[config.mk]
export PLATFORM = sky130hd
export DESIGN_NAME = i2s_clkgen
export DESIGN_NICKNAME = d
export VERILOG_FILES = /design/src/rtl/i2s_define.sv /design/src/rtl/dffr.sv /design/src/rtl/i2s_clkgen.sv
export SDC_FILE = /design/constraint.sdc
export NUM_CORES = 1
export LEC_CHECK = 0
export BUFFER_PORTS_ARGS = -buffer_cell sky130_fd_sc_hd__clkbuf_2
export CAP_MARGIN = 10
export CORE_UTILIZATION = 30
export DETAILED_ROUTE_END_ITERATION = 6
export PLACE_DENSITY = 0.54
export SLEW_MARGIN = 30
export SYNTH_ARGS = -nofsm -noshare
export SYNTH_HDL_FRONTEND = slang
export SYNTH_SLANG_ARGS = --single-unit
export TNS_END_PERCENT = 1
[constraint.sdc]
create_clock -name clk_i -period 4.3 [get_ports clk_i]
set_input_delay 0.86 -clock clk_i [delete_from_list [all_inputs] [get_ports clk_i]]
set_output_delay 0.86 -clock clk_i [all_outputs]
set_load 0.005 [all_outputs]
[src/rtl/i2s_define.sv]
// Shared I2S encodings plus small decode helpers used by the clock generator.
package i2s_define;

   localparam logic       I2S_CHL_16_BITS = 1'b0;
   localparam logic       I2S_CHL_32_BITS = 1'b1;

   localparam logic [1:0] I2S_FMT_I2S     = 2'd0;
   localparam logic [1:0] I2S_FMT_MSB     = 2'd1;
   localparam logic [1:0] I2S_FMT_LSB     = 2'd2;

   function automatic logic [5:0] chl_len(input logic chl);
      logic [5:0] len;
      len = 6'd16;
      case (chl)
         I2S_CHL_32_BITS: len = 6'd32;
         I2S_CHL_16_BITS: len = 6'd16;
      endcase
      return len;
   endfunction

   // The reserved encoding behaves like MSB-justified.
   function automatic logic [1:0] fmt_norm(input logic [1:0] fmt);
      if (fmt == I2S_FMT_I2S || fmt == I2S_FMT_LSB) return fmt;
      return I2S_FMT_MSB;
   endfunction

   // Word select for a given bit position; I2S leads the channel boundary by one bit.
   function automatic logic ws_of(input logic [5:0] bit_cnt, input logic chl,
                                  input logic [1:0] fmt);
      logic [6:0] len;
      logic [6:0] b;
      len = {1'b0, chl_len(chl)};
      b   = {1'b0, bit_cnt};
      if (fmt == I2S_FMT_I2S) return (b >= len - 7'd1) && (b != (len << 1) - 7'd1);
      return b >= len;
   endfunction

endpackage

[src/rtl/dffr.sv]
// Plain D flop bank with asynchronous active-low clear to zero.
module dffr #(
   parameter int W = 1
) (
   input  logic         clk,
   input  logic         rst_n,
   input  logic [W-1:0] d,
   output logic [W-1:0] q
);

   always_ff @(posedge clk or negedge rst_n) begin
      if (!rst_n) q <= '0;
      else        q <= d;
   end

endmodule

[src/rtl/i2s_clkgen.sv]
// I2S bit-clock / word-select generator; every output comes straight from a flop.
module i2s_clkgen
   import i2s_define::*;
#(
   parameter int DIV_WIDTH = 16
) (
   input  logic                 clk_i,
   input  logic                 rst_n_i,
   input  logic                 en_i,
   input  logic [DIV_WIDTH-1:0] div_i,
   input  logic                 chl_i,
   input  logic [1:0]           fmt_i,
   input  logic                 wspol_i,
   output logic                 i2s_sck_o,
   output logic                 i2s_ws_o,
   output logic                 sck_fe_o,
   output logic                 frame_o,
   output logic                 busy_o
);

   logic                 en_q, en_d;
   logic [DIV_WIDTH-1:0] cnt_q, cnt_d, div_q, div_d;
   logic [5:0]           bit_q, bit_d, bit_last;
   logic [1:0]           fmt_q, fmt_d;
   logic                 chl_q, chl_d, wspol_q, wspol_d;
   logic                 sck_q, sck_d, ws_q, ws_d, wso_q, wso_d;
   logic                 fe_q, fe_d, frame_q, frame_d;
   logic                 tick, fall, wrap;

   assign bit_last = (chl_len(chl_q) << 1) - 6'd1;
   assign tick     = en_i && en_q && (cnt_q == div_q);
   assign fall     = tick && sck_q;
   assign wrap     = fall && (bit_q == bit_last);

   always_comb begin
      en_d    = en_i;
      cnt_d   = cnt_q;
      div_d   = div_q;
      bit_d   = bit_q;
      fmt_d   = fmt_q;
      chl_d   = chl_q;
      wspol_d = wspol_q;
      sck_d   = sck_q;
      ws_d    = ws_q;
      wso_d   = wso_q;
      fe_d    = 1'b0;
      frame_d = 1'b0;
      if (!en_i) begin
         cnt_d = '0;
         sck_d = 1'b0;
         bit_d = '0;
         ws_d  = 1'b0;
         wso_d = 1'b0;
      end else if (!en_q) begin
         div_d   = div_i;
         chl_d   = chl_i;
         fmt_d   = fmt_norm(fmt_i);
         wspol_d = wspol_i;
         cnt_d   = '0;
         sck_d   = 1'b0;
         bit_d   = '0;
         ws_d    = 1'b0;
         wso_d   = wspol_i;
      end else begin
         cnt_d   = tick ? '0 : cnt_q + DIV_WIDTH'(1);
         sck_d   = sck_q ^ tick;
         fe_d    = fall;
         frame_d = wrap;
         if (fall) begin
            bit_d = wrap ? 6'd0 : bit_q + 6'd1;
            ws_d  = ws_of(bit_d, chl_q, fmt_q);
         end
         // Reload at the frame edge so a new divider starts with a fresh half-period.
         if (wrap) begin
            div_d   = div_i;
            chl_d   = chl_i;
            fmt_d   = fmt_norm(fmt_i);
            wspol_d = wspol_i;
         end
         wso_d = ws_d ^ wspol_d;
      end
   end

   dffr #(.W(8)) u_flag (
      .clk   (clk_i),
      .rst_n (rst_n_i),
      .d     ({en_d, sck_d, ws_d, wso_d, fe_d, frame_d, chl_d, wspol_d}),
      .q     ({en_q, sck_q, ws_q, wso_q, fe_q, frame_q, chl_q, wspol_q})
   );

   dffr #(.W(2)) u_fmt (.clk(clk_i), .rst_n(rst_n_i), .d(fmt_d), .q(fmt_q));
   dffr #(.W(6)) u_bit (.clk(clk_i), .rst_n(rst_n_i), .d(bit_d), .q(bit_q));
   dffr #(.W(DIV_WIDTH)) u_cnt (.clk(clk_i), .rst_n(rst_n_i), .d(cnt_d), .q(cnt_q));
   dffr #(.W(DIV_WIDTH)) u_div (.clk(clk_i), .rst_n(rst_n_i), .d(div_d), .q(div_q));

   assign i2s_sck_o = sck_q;
   assign i2s_ws_o  = wso_q;
   assign sck_fe_o  = fe_q;
   assign frame_o   = frame_q;
   assign busy_o    = en_q;

endmodule
==> summary.txt <==
Synthesis
  • Mapped Nets: ~260
  • Yosys top cell by area: dfrtp_1
  • Avg Cell Area, Syn: between 10 and 15 sq um
  • #FFs+latches synth: between 40 and 50
  • YS warnings: 0
  • Yosys top cell area share: 0.473
  • Mapped Area: 2540 sq um
  • Cell variety after synth: 40
  • Top cells by area, synth: dfrtp_1, mux2_4, xor2_1, nor2_1, ha_1
  • Post-Syn Instances: approximately 230
  • Sequential area share after synthesis: 0.473

Routing
  • Detailed Routing Iterations Pass 1: 4
  • DR vias: roughly 1700
  • Via/cell ratio: 4.68
  • Antenna viol nets, final: 0
  • Wire per inst: 13.6 um
  • Final WL: 4960 um
  • Initial DRC Count: 126
  • Residual DRC: 0

Timing
  • Fin crit period: 3.44 ns
  • Fin crit share: 0.800
  • Hold Slack: between 0.5 and 0.6 ns
  • Clock skew: 0.00740 ns
  • Slew Viols, Final: 0
  • Final hold vios: 0
  • Max_slew headroom: 0.535
  • RSZ-0062 raised after global routing: false
  • Fmax: 291 MHz
  • Setup violations, final: 0
  • Worst slew pin tran: 0.695 ns
  • Sum Neg Setup Slack: 0 ns

Floorplanning
  • Die width: 94.0 um
  • Die height: 94.0 um
  • Total I/O pin count: 28
  • Initial Util: 0.309
  • Die Area: 8830 sq um
  • FP Rows: 33
  • Core area: between 8000 and 9000 sq um

Min path
  • Min-delay worst type: reg2reg

Critical path
  • Worst EP arrival: 3.64 ns
  • Crit path kind: reg2reg
  • Critical path's top delay family: simple AND/OR/NAND/NOR gates
  • CP startpoint kind: register
  • Worst path bufs/invs: 0
  • Critical path's slowest cell: or3b_1
  • Crit-path max cell delay: roughly 0.50 ns
  • Worst EP required: 4.50 ns
  • Crit. End Element: register
  • CP Cell Sequence: xor2_1 -> nor4_1 -> nand4_1 -> nor2_1 -> ha_1 -> nand4_1 -> or3b_1 -> o21a_1 -> ha_1 -> o221ai_1 -> o21ai_0 -> o311ai_0 -> o31ai_1 -> and2_1
  • CP max FO: 5

Cells and area
  • Commonest cells after routing, fill and taps aside: dfrtp_1, clkbuf_2, xor2_1, nor2_1, mux2_4
  • ANT cells: 0
  • Fin cells: approximately 360
  • Commonest non-fill, non-tap cell in the layout: dfrtp_1
  • Layout cells sized above 1: 0.224
  • Final net count: between 200 and 300
  • Register area: ~1200 sq um
  • Footprint of the multi-input gates: 1260 sq um
  • Util after Layout: 0.353
  • Layout overhead on the synthesized area: 14.3%
  • Fillcell total: 811

Clock tree
  • Clock tree sinks: 48
  • Clock transition at path regs: roughly 0.09 ns
  • Clock root cell: clkbuf_8
  • Post-CTS Setup Repair Bufs: 0
  • Post-CTS sizing: 0
  • CTS buffer count: 5
  • CTS tree: yes
  • Max clock buf depth: 2
  • Post-CTS Hold Buffers: 0
  • H-tree levels: 2
  • Worst skew pair latency: about 0.30 ns

Pwr
  • Internal Power: slightly below 0.8 mW
  • Pwr Density: 343 nW/um^2
  • Combinational share of power: 0.109
  • Worst VDD drop: 149 uV
  • Switch share: 0.224
  • Clock Power Share: 0.383
  • Power consumption: 0.994 mW
  • Flop pwr share: 0.508
  • Net Switching: 0.223 mW
  • Lkg Pwr: 1.34 nW

Run status
  • Outcome: completed

Placed design
  • Detail Placement HPWL: roughly 3600 um
  • IO Port Bufs: 27
  • Placed Cells: ~360
  • Routability cong.: 0.799

Global route
  • Initial antenna violation count: 0
  • GRT Total Usage: 0.125
  • Grt ovf: 0
  • Vias in the first global route: ~1700
  • First-pass GRT wire length: between 8000 and 9000 um
  • Largest net degree at the start of global routing: 26

Run
  • Max-cap violation count: 0
[layout make-up]
| type | instances | area share |
|---|---|---|
| inverters | 8 | 0.0103 |
| multi-input cells | 167 | 0.434 |
| clock buffers | 5 | 0.0237 |
| clock inverters | 2 | 0.0207 |
| repair buffers | 29 | 0.0517 |
| well taps | 105 | 0.0453 |
| flip-flops and latches | 48 | 0.414 |
[worst reg2reg max path: cells and delay by family (launching register included)]
| family | cells | cell delay, ns |
|---|---|---|
| fa+ha+maj | 2 | 0.48 |
| xor+xnor | 1 | 0.18 |
| flops | 1 | 0.45 |
| compound gates | 5 | 0.71 |
| simple gates | 6 | 1.53 |
[per-layer routing]
layer | up-vias | wire length, um | global-route usage
li1 | 852 | - | -
met1 | 815 | 2690 | 0.196
met2 | 31 | 2030 | 0.167
met3 | 4 | 191 | 0.0243
met4 | 0 | 51 | 0.0423
met5 | - | 0 | 0
[path summary, 6_finish.rpt]
path / endpoint / slack, ns / start / depth (start not counted)
min in group asynchronous: u_div.q[10] / 0.55 / rst_n_i / 1
hold reg to reg: u_div.q[4] / 0.54 / u_div.q[4] / 1
setup reg to reg: u_flag.q[5] / 0.86 / u_cnt.q[0] / 14
max in group asynchronous: u_div.q[12] / 2.97 / rst_n_i / 2
setup / recovery: u_flag.q[5] / 0.86 / u_cnt.q[0] / 14
hold / removal: u_div.q[4] / 0.54 / u_div.q[4] / 1
[synthesized netlist by cell type]
cell type and number:
xor2_1 25, or3_1 3, buf_6 3, o31ai_1 1, mux2_2 1, o311ai_0 1
nor3b_1 1, nand2_4 2, nand2b_1 2, nand2_1 14, buf_2 1, clkbuf_1 2
dfrtp_1 48, a21oi_1 7, o211ai_1 4, inv_1 8, xnor2_1 7, ha_1 7
a211oi_1 1, mux2i_1 3, and3b_1 1, and2b_1 1, nor2b_1 1, and4_1 2
and2_1 1, or3b_1 1, and3_1 4, nand4_1 4, nor4_1 4, a31oi_1 2
o221ai_1 2, nor3_2 1, nor2_1 25, o21ai_0 7, or2b_1 1, o21a_1 1
mux2_4 18, nand3_1 10, a21boi_0 1, nand3b_1 1
[sequential cells by signal (all words and copies together), names as in the netlist]
name / cells
u_fmt.q: 2
u_bit.q: 6
u_flag.q: 8
u_cnt.q: 16
u_div.q: 16
[logic make-up after synthesis]
group                      Yosys count  synth area share
xor gates and xnor gates            32             0.110
buffers and inverters               14            0.0301
and+or+nand+nor                     79             0.163
muxes                               22             0.123
adders and majority gates            7            0.0345
AOI/OAI and AO/OA                   27            0.0665
DFF                                 48             0.473
[per-stage QoR]
| step | setup slack, ns | cell area [sq um] |
|---|---|---|
| after floorplan | 1.20 | 2540 |
| after global placement | 0.843 | 2770 |
| after detailed placement | 0.770 | 2770 |
| after CTS | 0.871 | 2900 |
| after global routing | 0.664 | 2900 |
| final | 0.860 | 2900 |
[power by group through the flow]
stage | clock [mW] | combinational [mW] | sequential (mW)
global placement | 0 | 0.109 | 0.515
floorplan | 0 | 0.0765 | 0.507
CTS | 0.392 | 0.110 | 0.506
global route | 0.408 | 0.120 | 0.510
detailed placement | 0 | 0.109 | 0.515
finish | 0.381 | 0.108 | 0.505
Note: power is estimated with default switching activity, not from simulation.
